### src/rtl/pal_cfg_loader_if.sv
// rtl/pal_cfg_loader_if.sv - configuration word handshake between word source and loader
interface pal_cfg_loader_if #(
    parameter int WORD_W = 8
);
    logic [WORD_W-1:0] WORD_IN;
    logic              WORD_VALID;
    logic              WORD_READY;

    // Word source side
    modport master (
        output WORD_IN,
        output WORD_VALID,
        input  WORD_READY
    );

    // Loader side
    modport slave (
        input  WORD_IN,
        input  WORD_VALID,
        output WORD_READY
    );
endinterface

### src/rtl/pal_cfg_loader.sv
// rtl/pal_cfg_loader.sv - serialises configuration words MSB-first into a PAL shift register
module pal_cfg_loader #(
    parameter int N      = 4,
    parameter int M      = 1,
    parameter int P      = 3,
    parameter int WORD_W = 8
) (
    input  logic                   CLK,
    input  logic                   RST,
    input  logic                   START,
    input  logic                   ABORT,
    pal_cfg_loader_if.slave        word_if,
    output logic                   CFG,
    output logic                   SHIFT_EN,
    output logic                   BUSY,
    output logic                   DONE
);
    localparam int SR_LEN = 2 * N * P + P * M;
    localparam int TC_W   = $clog2(SR_LEN + 1);
    localparam int BC_W   = $clog2(WORD_W + 1);

    localparam logic [TC_W-1:0] SR_LEN_C = TC_W'(SR_LEN);
    localparam logic [BC_W-1:0] WORD_W_C = BC_W'(WORD_W);

    typedef enum logic [1:0] {
        IDLE      = 2'd0,
        WAIT_WORD = 2'd1,
        SHIFT     = 2'd2,
        FINISH    = 2'd3
    } state_t;

    state_t            state_q, state_d;
    logic [BC_W-1:0]   bit_cnt_q, bit_cnt_d;
    logic [TC_W-1:0]   total_cnt_q, total_cnt_d;
    logic [WORD_W-1:0] word_q, word_d;
    logic              busy_q, busy_d;
    logic              ready_q, ready_d;
    logic              shift_en_q, shift_en_d;
    logic              done_q, done_d;

    logic              accept;
    logic [BC_W-1:0]   bit_inc;
    logic [TC_W-1:0]   total_inc;

    // ABORT masks READY combinationally so no word is taken in the abort cycle
    assign word_if.WORD_READY = ready_q & ~ABORT;
    assign accept             = word_if.WORD_READY & word_if.WORD_VALID;
    assign bit_inc            = bit_cnt_q + BC_W'(1);
    assign total_inc          = total_cnt_q + TC_W'(1);

    assign CFG      = shift_en_q & word_q[WORD_W-1];
    assign SHIFT_EN = shift_en_q;
    assign BUSY     = busy_q;
    assign DONE     = done_q;

    // Next-state logic; outputs are decoded from the next state so they come straight off flops
    always_comb begin
        state_d     = state_q;
        bit_cnt_d   = bit_cnt_q;
        total_cnt_d = total_cnt_q;
        word_d      = word_q;

        case (state_q)
            IDLE: begin
                if (START && !ABORT) begin
                    state_d     = WAIT_WORD;
                    bit_cnt_d   = '0;
                    total_cnt_d = '0;
                end
            end
            WAIT_WORD: begin
                if (ABORT) begin
                    state_d = IDLE;
                end else if (accept) begin
                    word_d  = word_if.WORD_IN;
                    state_d = SHIFT;
                end
            end
            SHIFT: begin
                if (ABORT) begin
                    state_d = IDLE;
                end else begin
                    word_d      = word_q << 1;
                    bit_cnt_d   = bit_inc;
                    total_cnt_d = total_inc;
                    // Total length wins so the tail of a partial last word is dropped
                    if (total_inc == SR_LEN_C) begin
                        state_d = FINISH;
                    end else if (bit_inc == WORD_W_C) begin
                        state_d   = WAIT_WORD;
                        bit_cnt_d = '0;
                    end
                end
            end
            FINISH: begin
                state_d = IDLE;
            end
            default: begin
                state_d = IDLE;
            end
        endcase

        busy_d     = (state_d != IDLE);
        ready_d    = (state_d == WAIT_WORD);
        shift_en_d = (state_d == SHIFT);
        done_d     = (state_d == FINISH);
    end

    // State, counters, word register and registered outputs with synchronous reset
    always_ff @(posedge CLK) begin
        if (RST) begin
            state_q     <= IDLE;
            bit_cnt_q   <= '0;
            total_cnt_q <= '0;
            word_q      <= '0;
            busy_q      <= 1'b0;
            ready_q     <= 1'b0;
            shift_en_q  <= 1'b0;
            done_q      <= 1'b0;
        end else begin
            state_q     <= state_d;
            bit_cnt_q   <= bit_cnt_d;
            total_cnt_q <= total_cnt_d;
            word_q      <= word_d;
            busy_q      <= busy_d;
            ready_q     <= ready_d;
            shift_en_q  <= shift_en_d;
            done_q      <= done_d;
        end
    end
endmodule

### src/flat_wrapper.sv
// flat-port wrapper written by rule: the top's interface ports become plain ports
module pal_cfg_loader_flat 
#(
    parameter int N      = 4,
    parameter int M      = 1,
    parameter int P      = 3,
    parameter int WORD_W = 8
)
  (CLK, RST, START, ABORT, CFG, SHIFT_EN, BUSY, DONE, word_if_WORD_IN, word_if_WORD_VALID, word_if_WORD_READY);
  pal_cfg_loader_if #(.WORD_W(WORD_W)) word_if_i ();
  input  logic CLK;
  input  logic RST;
  input  logic START;
  input  logic ABORT;
  output logic CFG;
  output logic SHIFT_EN;
  output logic BUSY;
  output logic DONE;
  input wire logic [$bits(word_if_i.WORD_IN)-1:0] word_if_WORD_IN;
  input wire logic [$bits(word_if_i.WORD_VALID)-1:0] word_if_WORD_VALID;
  output wire logic [$bits(word_if_i.WORD_READY)-1:0] word_if_WORD_READY;
  assign word_if_i.WORD_IN = word_if_WORD_IN;
  assign word_if_i.WORD_VALID = word_if_WORD_VALID;
  assign word_if_WORD_READY = word_if_i.WORD_READY;
  pal_cfg_loader #(.N(N), .M(M), .P(P), .WORD_W(WORD_W)) u_core (.CLK(CLK), .RST(RST), .START(START), .ABORT(ABORT), .word_if(word_if_i), .CFG(CFG), .SHIFT_EN(SHIFT_EN), .BUSY(BUSY), .DONE(DONE));
endmodule
### config.mk
export PLATFORM = sky130hd
export DESIGN_NAME = pal_cfg_loader_flat
export DESIGN_NICKNAME = d
export VERILOG_FILES = /design/src/rtl/pal_cfg_loader_if.sv /design/src/rtl/pal_cfg_loader.sv /design/src/flat_wrapper.sv
export SDC_FILE = /design/constraint.sdc
export NUM_CORES = 1
export LEC_CHECK = 0
export CORE_MARGIN = 2
export CORE_UTILIZATION = 56
export DETAILED_ROUTE_END_ITERATION = 16
export PLACE_DENSITY = 0.83
export SETUP_SLACK_MARGIN = 0.2
export SLEW_MARGIN = 25
export SYNTH_ARGS = -nofsm -noshare
export SYNTH_HDL_FRONTEND = slang
export SYNTH_SLANG_ARGS = --single-unit
export TNS_END_PERCENT = 20
### constraint.sdc
create_clock -name CLK -period 5.45 [get_ports CLK]
set_input_delay 0.8175 -clock CLK [delete_from_list [all_inputs] [get_ports CLK]]
set_output_delay 0.8175 -clock CLK [all_outputs]
set_load 0.01 [all_outputs]
==> results.tsv <==
stage	metric	value	unit
run_status	status	finished clean	
worst_setup_path	critPathMaxFanout	8	
yosys	syn_inst	134	
cts	cts_root_buf	clkbuf_4	
worst_setup_path	critPathTopFamily	buffers and inverters	
yosys	synth.avg_cell_area	8.646	sq um
route	drtIter0Drc	11	
sta	finalHoldViolCount	0	
cts	cts_tree	built	
power	ir_drop	0.1502	mV
worst_setup_path	crit_slowest_cell	clkdlybuf4s50_1	
route	drtAntennaViolNets	0	
yosys	ys_seq_area_share	39.74	%
die	die_area	0.002449	sq mm
layout	antenna-diode-count	0	
route	routed_wl	2336	um
die	start_util	59.06	%
power	cellPowerDensity	195.6	mW/mm^2
global_route	grt_usage	20.46	%
sta	finClkSkew	0.003958	ns
route	drtPass1Iterations	4	
sta	fin_crit_sh	56.21	%
sta	worstMarginPinSlew	0.8907	ns
sta	fmax	326.4	MHz
worst_hold_path	hold_class	flop to flop	
sta	finalCriticalPeriod	3.063	ns
global_route	grt_max_degree	25	
layout	final_cells	177	
power	leakage	0.5524	nW
worst_setup_path	worstRegToRegCells	6	
route	avgRoutedWirePerCell	13.20	um
placement	io_buffers	17	
worst_setup_path	path_buf_inv	2	
worst_setup_path	arrival	2.25	ns
worst_setup_path	crit_top_cell	clkdlybuf4s50_1	
sta	setup_violations	0	
cts	cts_sinks	23	
worst_hold_path	hold_path_end	u_core.word_q[3]	
worst_setup_path	crit_path_end_kind	primary output	
layout	area_growth	18.57	%
yosys	syn_nets	151	
cts	h-tree-depth	1	
sta	slew_violations	0	
global_route	grt-ovfl-total	0	
die	die_y	49.49	um
cts	hold_buffers	0	
worst_setup_path	critical_path_class	input pin to primary output	
worst_setup_path	r2r_slack	3.47	ns
cts	path_clk_slew	0.13	ns
global_route	grt_first_pass_wirelength	3919	um
route	num_vias	1004	
layout	nNetsFinal	168	
sta	timing.slew.headroom	40.43	%
worst_setup_path	cp_num_cells	3	
sta	setup_tns	0	ns
route	drcViolationCount	0	
worst_setup_path	r2r_start	u_core.total_cnt_q[0]	
global_route	grt_pass1_vias	922	
run	drv_cap	0	
cts	cts_setup_buffers	0	
worst_setup_path	r2r_end	u_core.ready_q	
yosys	ys_ff_latch	23	
cts	cts-resized-gates	0	
worst_setup_path	required	4.63	ns
placement	dp_cells	173	
sta	grt_setup_unrepaired	false	
placement	dp_hpwl	1679	um
worst_setup_path	worstPathCellList	clkdlybuf4s50_1, nor2b_1, clkdlybuf4s50_1	
worst_setup_path	start_kind	input pin	
yosys	yosysWarningCount	0	
layout	drive_gt1_share	6.667	%
worst_hold_path	worstHoldStart	u_core.word_q[3]	
global_route	antenna_found_initial	0	
worst_setup_path	critPathMaxStageDelay	0.59	ns
cts	cts.path.max_buffers	2	
route	vias_per_cell	5.672	
die	io_pins	18	
worst_hold_path	holdPathStages	2	
die	rows	16	
yosys	synth_area	0.001159	sq mm
die	design.core.area	0.001962	sq mm
die	die_w	49.49	um
cts	cts_buffers	3	
placement	gp_congestion	0.8138	
yosys	yosys.cell_types.count	39	
cts	clkLatencyLatePin	0.31	ns
-- placed cells by master (no fill, tap or decap), types with 2 or more instances in the layout --
cell	instances
ha_1	4
nor2b_1	3
o21ai_1	3
clkbuf_4	3
nand3_1	2
a21oi_1	14
nand2b_1	2
a41oi_1	2
nand2_1	5
and3_1	2
clkdlybuf4s50_1	17
or3_1	2
a211oi_1	4
mux2i_1	7
a311oi_1	2
nor2_1	29
o211ai_1	2
nand3b_1	2
dfxtp_1	23
-- Yosys cell counts --
cell,n,area (sq um)
dfxtp_1,23,460.4
o221ai_1,1,8.760
nand3b_1,2,15.01
a22oi_1,1,7.510
ha_1,4,50.05
inv_1,1,3.750
mux2i_1,7,70.07
nor3b_2,1,12.51
a21bo_1,1,10.01
o211ai_1,2,15.01
a31o_2,1,8.760
a21oi_2,1,8.760
nand2b_1,2,12.51
a211oi_1,4,30.03
a311o_1,1,10.01
nand3_1,2,10.01
nor4bb_1,1,10.01
a31oi_1,2,12.51
buf_2,3,15.01
and3_1,2,12.51
o21ai_1,3,15.01
clkbuf_1,2,7.510
o211a_1,1,10.01
nor4b_2,1,15.01
or2_0,1,6.260
xnor2_2,1,16.27
or3_1,2,12.51
nor3_1,1,5.000
o21ai_0,1,5.000
xnor2_1,1,8.760
nor3b_1,1,7.510
a311oi_1,2,17.52
and2_1,1,6.260
nor2_1,29,108.9
nor2b_1,3,18.77
nand2_1,5,18.77
a32oi_1,1,8.760
a21oi_1,14,70.07
a41oi_1,2,17.52
-- cell families (layout without fill, tap and decap cells) --
family	Yosys count	after routing	synth area share [%]
AO/OA/AOI/OAI	38	38	22.03
multiplexers	7	7	6.048
XOR/XNOR	2	2	2.160
AND/OR/NAND/NOR	54	54	23.43
adder cells (fa/ha/maj)	4	4	4.320
flip-flops	23	23	39.74
buffers and inverters	6	22	2.267
-- registers in the layout, indices dropped and copies added, names as in the netlist --
register and cells:
u_core.word_q 8, u_core.state_q 2, u_core.ready_q 1, u_core.bit_cnt_q 4
u_core.SHIFT_EN 1, u_core.total_cnt_q 5, u_core.BUSY 1, u_core.DONE 1
-- metrics by stage --
stage                     util [%]  total power, mW  cell area, sq um  hold slack (ns)  setup slack [ns]
final                        70.03           0.2687              1374           0.5035             2.387
after global routing         70.03           0.2817              1374           0.5373             2.318
after CTS                    69.71           0.2717              1368           0.5086             2.422
after detailed placement     68.30           0.1923              1340           0.4752             2.427
after global placement       68.30           0.1918              1340           0.4577             2.487
after floorplan                  -           0.1810              1159           0.4461             3.400
-- how the worst max path moves through the flow --
stage	start	to	slack, ns
finish	ABORT	word_if_WORD_READY	2.39
global route	ABORT	word_if_WORD_READY	2.32
CTS	ABORT	word_if_WORD_READY	2.42
detailed placement	ABORT	word_if_WORD_READY	2.43
global placement	ABORT	word_if_WORD_READY	2.49
floorplan	ABORT	word_if_WORD_READY	3.40
-- cell type report --
| type | count | area [sq um] |
|---|---|---|
| clock buffers | 3 | 22.52 |
| clock inverters | 1 | 5.005 |
| fillers | 168 | 588.1 |
| inverters | 1 | 3.754 |
| multi-input cells | 105 | 678.2 |
| flip-flops and latches | 23 | 460.4 |
| well taps | 27 | 33.78 |
| repair buffers | 17 | 170.2 |
-- report_power, final --
part | switching, mW | internal [mW] | leakage (nW) | total [mW]
clock | 0.0523 | 0.0274 | 0.0177 | 0.0797
combinational | 0.00921 | 0.0108 | 0.349 | 0.0200
sequential | 0.000397 | 0.169 | 0.185 | 0.169
total | 0.0619 | 0.207 | 0.552 | 0.269
-- worst register-to-register path, delay by kind of cell (launching register included) --
family	cells	cell delay, ns
xor+xnor	1	0.20
fa+ha+maj	1	0.27
compound gates	2	0.54
flops	1	0.47
simple gates	2	0.43
-- layer usage --
metal  up-vias  global-route usage (%)  part of all wire [%]
met2        19                   35.36                    47
met1       463                   25.73                    47
met4         0                   5.556                  0.98
met5         -                       0                     0
met3         4                   4.545                   4.2
li1        518                       -                     -
Note: power is estimated with default switching activity, not from simulation.
==> RTL edit 1, RTL diff (same settings) <==
`word_q` no longer has a reset.
--- a/src/rtl/pal_cfg_loader.sv
+++ b/src/rtl/pal_cfg_loader.sv
@@ -114,3 +114,2 @@
             total_cnt_q <= '0;
-            word_q      <= '0;
             busy_q      <= 1'b0;
@@ -123,3 +122,2 @@
             total_cnt_q <= total_cnt_d;
-            word_q      <= word_d;
             busy_q      <= busy_d;
@@ -130,2 +128,6 @@
     end
+
+    always_ff @(posedge CLK) begin
+        word_q <= word_d;
+    end
 endmodule
Function: no difference found for any inputs over 10 cycles, from zero or initial values and one cycle with RST high; that may be too few to reach the edited logic, so the function may still have changed.
==> RTL edit 1 against the original RTL <==
Clock skew is 1.5 ps lower. First-iteration DRC count grew 9.1%. Sequential cell count unchanged. Setup slack gained 220 ps. Wire length fell by 15%. Sequential power up 7%. Worst hold slack improved by 12 ps. Synthesized cell count is 19% lower. Power rose by 5.3%. Combinational power up 6%. Sequential share of layout area increased by 6.5 points. Cell area decreased by 1.7%. Area after synthesis rose by 0.22%. Die area grew 0.20%. Critical path type unchanged. Largest power group unchanged.
==> RTL edit 1: results <==
yosys:
  avgSynthCellArea_um2: 10.7
  ys_seq_area_share_pct: 46.6
  synth_warnings: 0
  synth_edf_count: 8
  syn-num-nets: 126
  async_flop_share_pct: 0
  yosys.cell_types.count: 38
  synth_flop_cell: "dfxtp_1"
  synthTopCellsByArea: "dfxtp_1, edfxtp_1, mux2_2"
  yosys-top-cells-count: "dfxtp_1, nor2_1, a21oi_1, edfxtp_1, mux2_2"
cells_and_area:
  nNetsFinal: 143
  layout-drive-gt1-share_pct: 16.0
  antennaDiodeCount: 0
  top_regs: "u_core.word_q x8, u_core.total_cnt_q x5, u_core.bit_cnt_q x4"
  instances_no_fill: 152
place:
  placed_area_um2: 1320
  io_buffers: 17
  hpwl_um: 1450
  gp_congestion: 0.775
  pre_cts_slack_ps: 2600
min_path:
  min_path_type: "reg2reg"
setup_path:
  critPathSlowestCell: "clkdlybuf4s50_1"
  cp.arrival_ps: 2030
  cpPeakStageDelay_ps: 540
  cp_max_fo: 6
  cp_top_family: "buffers and inverters"
  rrSetupSlack_ps: 3710
clocking:
  clkTransAtPathRegs_ps: 130
  post_cts_buffers: 0
  clk_latency_ps: 320
  cts_buffer_depth: 2
  htree_num_levels: 1
  cts_root_buf: "clkbuf_4"
  numCtsBuffers: 3
global_routing:
  antenna_found_initial: 0
  grt_pass1_wl_um: 3420
  grt_start_max_net_pins: 16
  track_usage_pct: 18.2
  grt_pass1_vias: 786
pwr:
  peakVddDrop_mv: 0.172
  p_leak_nw: 0.484
  switching_share_pct: 22.4
sta:
  fmax_mhz: 351
  skew_ps: 2.43
  hold_slack_ps: 515
  tightest_slew_ps: 757
route:
  avgRoutedWirePerCell_um: 13.1
  drt_iter0_drc: 12
  vias_per_cell: 5.49
run_status:
  status: "finished clean"
## RTL edit 1: cell count changes in the layout (fill, tap and decap cells not counted), sizes merged, moves of 2 or more
| cell | change |
|---|---|
| a211oi | -2 |
| a21oi | -7 |
| nor2 | -16 |
| a31oi | -2 |
| mux2 | +7 |
| mux2i | -7 |
| edfxtp | +8 |
| nand3 | +2 |
| a311oi | -2 |
| dfxtp | -8 |
## RTL edit 1: final timing paths
kind | from | endpoint | depth (start not counted)
max | ABORT | word_if_WORD_READY | 3
min | u_core.total_cnt_q[4]$_SDFFE_PP0P_ | u_core.total_cnt_q[4]$_SDFFE_PP0P_ | 2
max reg2reg | u_core.bit_cnt_q[0]$_SDFFE_PP0P_ | u_core.SHIFT_EN$_SDFF_PP0_ | 5
min reg2reg | u_core.total_cnt_q[4]$_SDFFE_PP0P_ | u_core.total_cnt_q[4]$_SDFFE_PP0P_ | 2
## RTL edit 1: power groups by stage
stage / Sequential (W) / Combinational [W] / Clock [W]
CTS: 0.000180 / 0.0000215 / 0.0000816
global route: 0.000180 / 0.0000232 / 0.0000895
floorplan: 0.000183 / 0.00000866 / 0
detailed placement: 0.000183 / 0.0000213 / 0
finish: 0.000180 / 0.0000213 / 0.0000820
global placement: 0.000183 / 0.0000209 / 0
## RTL edit 1: per-stage QoR
step | utilization (%) | total power (W)
floorplan | - | 0.000192
global placement | 67.4 | 0.000204
detailed placement | 67.4 | 0.000205
CTS | 68.8 | 0.000283
global route | 68.8 | 0.000293
finish | 68.8 | 0.000283
## RTL edit 1: cell families after synthesis
logic type | synth area share (%)
flops | 46.6
simple gates | 21.7
xor+xnor | 2.26
buf+inv | 4.31
compound gates | 14.1
mux | 6.79
fa+ha+maj | 4.31
## RTL edit 1: final cells by class
class                      instances  area, µm²
inverter                           2       7.51
tap                               27       33.8
clock inverter                     1       5.00
fill                             170        612
timing repair buffer              17        170
multi-input combinational         79        571
clock buffer                       3       22.5
sequential                        23        541
## RTL edit 1: tightest hold or removal path: stages, from the launching register on
cell      delay [ps]
dfxtp_1          350
nand2b_1          80
a21oi_1           50
## RTL edit 1: metal layers
layer	up-vias	share of wire, %	global-route usage (%)
met5	-	0	0
met1	385	48	23.5
li1	431	-	-
met3	2	4.8	4.24
met4	0	1.4	5.56
met2	17	46	30.2
==> RTL edit 2, RTL diff (config.mk and constraints unchanged) <==
Without the edit above. `WORD_W` is set to 8 in 3 places; all go to 16.
--- a/src/rtl/pal_cfg_loader_if.sv
+++ b/src/rtl/pal_cfg_loader_if.sv
@@ -2,3 +2,3 @@
 interface pal_cfg_loader_if #(
-    parameter int WORD_W = 8
+    parameter int WORD_W = 16
 );
--- a/src/rtl/pal_cfg_loader.sv
+++ b/src/rtl/pal_cfg_loader.sv
@@ -5,3 +5,3 @@
     parameter int P      = 3,
-    parameter int WORD_W = 8
+    parameter int WORD_W = 16
 ) (
--- a/src/flat_wrapper.sv
+++ b/src/flat_wrapper.sv
@@ -6,3 +6,3 @@
     parameter int P      = 3,
-    parameter int WORD_W = 8
+    parameter int WORD_W = 16
 )
Interface: changed (resized word_if_WORD_IN); port bits go from 18 to 26. No check against the original RTL was run, so the function may have changed too.
==> RTL edit 2 against the original RTL <==
Area after synthesis up 34%. Wire length increased by 35%. Fmax rose by 8.8%. Combinational power increased by 51%. Power increased by 74%. Setup slack better by 250 ps. Sequential cell count rose by 9. Critical path depth unchanged. Via count up 34%. Largest power group unchanged. Highest routed layer unchanged. Cell area grew 38%.
==> RTL edit 2: results <==
global_routing:
  track_usage_pct: 22.0
  met1_usage_pct: 24.9
  use_met2_pct: 37.4
  grt_start_max_net_pins: 35
  grt_pass1_vias: 1301
sta:
  tightest_slew_ps: 941
  hold_slack_ps: 498
  skew_ps: 12.7
min_path:
  hp-start: "u_core.word_q[15]$_SDFFE_PP0P_"
  hold_end: "u_core.word_q[15]$_SDFFE_PP0P_"
cells_and_area:
  largest_reg_flops: 16
  top_regs: "u_core.word_q x16, u_core.bit_cnt_q x5, u_core.total_cnt_q x5"
setup_path:
  rrSetupSlack_ps: 3560
  cpPeakStageDelay_ps: 540
  r2r-start: "u_core.state_q[0]$_SDFF_PP0_"
  cp_max_fo: 7
  ff2ff_path_depth: 3
  r2r_end: "u_core.bit_cnt_q[2]$_SDFFE_PP0P_"
  cp.arrival_ps: 2000
clocking:
  clk_latency_ps: 340
  htree_num_levels: 2
  clkTransAtPathRegs_ps: 100
place:
  gp_congestion: 0.821
  pre_cts_slack_ps: 2540
  placed_area_um2: 1800
  hpwl_um: 2190
route:
  drt_iter0_drc: 22
  vias_per_cell: 5.87
yosys:
  yosys-top-cells-count: "dfxtp_1, nor2_1, a211oi_1"
  avgSynthCellArea_um2: 8.82
  yosys.cell_types.count: 40
  syn-num-nets: 200
  ys_seq_area_share_pct: 41.3
run_status:
  status: "finished clean"
==> RTL edit 2: cell types whose count changed after synthesis, moves of 6 or more <==
cell      before  now
a21oi_1       14    8
dfxtp_1       23   32
a211oi_1       4   17
mux2i_1        7   15
==> RTL edit 2: cells by family (layout without fill, tap and decap cells) <==
| kind of cell | count (synthesis) | after routing | synth area share, % |
|---|---|---|---|
| simple gates | 65 | 65 | 21.6 |
| compound gates | 45 | 45 | 20.2 |
| flops | 32 | 32 | 41.3 |
| mux | 15 | 15 | 9.68 |
| buf+inv | 15 | 38 | 4.27 |
| fa+ha+maj | 3 | 3 | 2.42 |
| xor+xnor | 1 | 1 | 0.565 |
==> RTL edit 2: final cells by class <==
class / instances / area [µm²]
multi-input combinational: 129 / 852
clock buffer: 7 / 65.1
fill: 221 / 787
inverter: 4 / 15.0
tap: 31 / 38.8
clock inverter: 1 / 30.0
sequential: 32 / 641
timing repair buffer: 26 / 258
==> RTL edit 2: how the worst max path moves through the flow <==
stage,start,endpoint,slack (ps),cells past startpoint
after floorplan,ABORT,u_core.bit_cnt_q[3]$_SDFFE_PP0P_,3540,3
after global placement,ABORT,u_core.word_q[9]$_SDFFE_PP0P_,2640,5
after detailed placement,ABORT,u_core.word_q[3]$_SDFFE_PP0P_,2540,5
after CTS,ABORT,word_if_WORD_READY,2630,3
after global routing,ABORT,word_if_WORD_READY,2550,3
final,ABORT,word_if_WORD_READY,2630,3
==> RTL edit 2: routing by layer <==
layer	up-vias	part of all wire (%)
met2	27	48
li1	694	-
met1	621	45
met3	7	4.9
met4	0	1.6
met5	-	0
==> RTL edit 2: power breakdown <==
part,internal [W],total (W),switching (W)
registers,0.000235,0.000235,0.000000693
logic,0.0000182,0.0000303,0.0000120
clock network,0.000122,0.000202,0.0000805
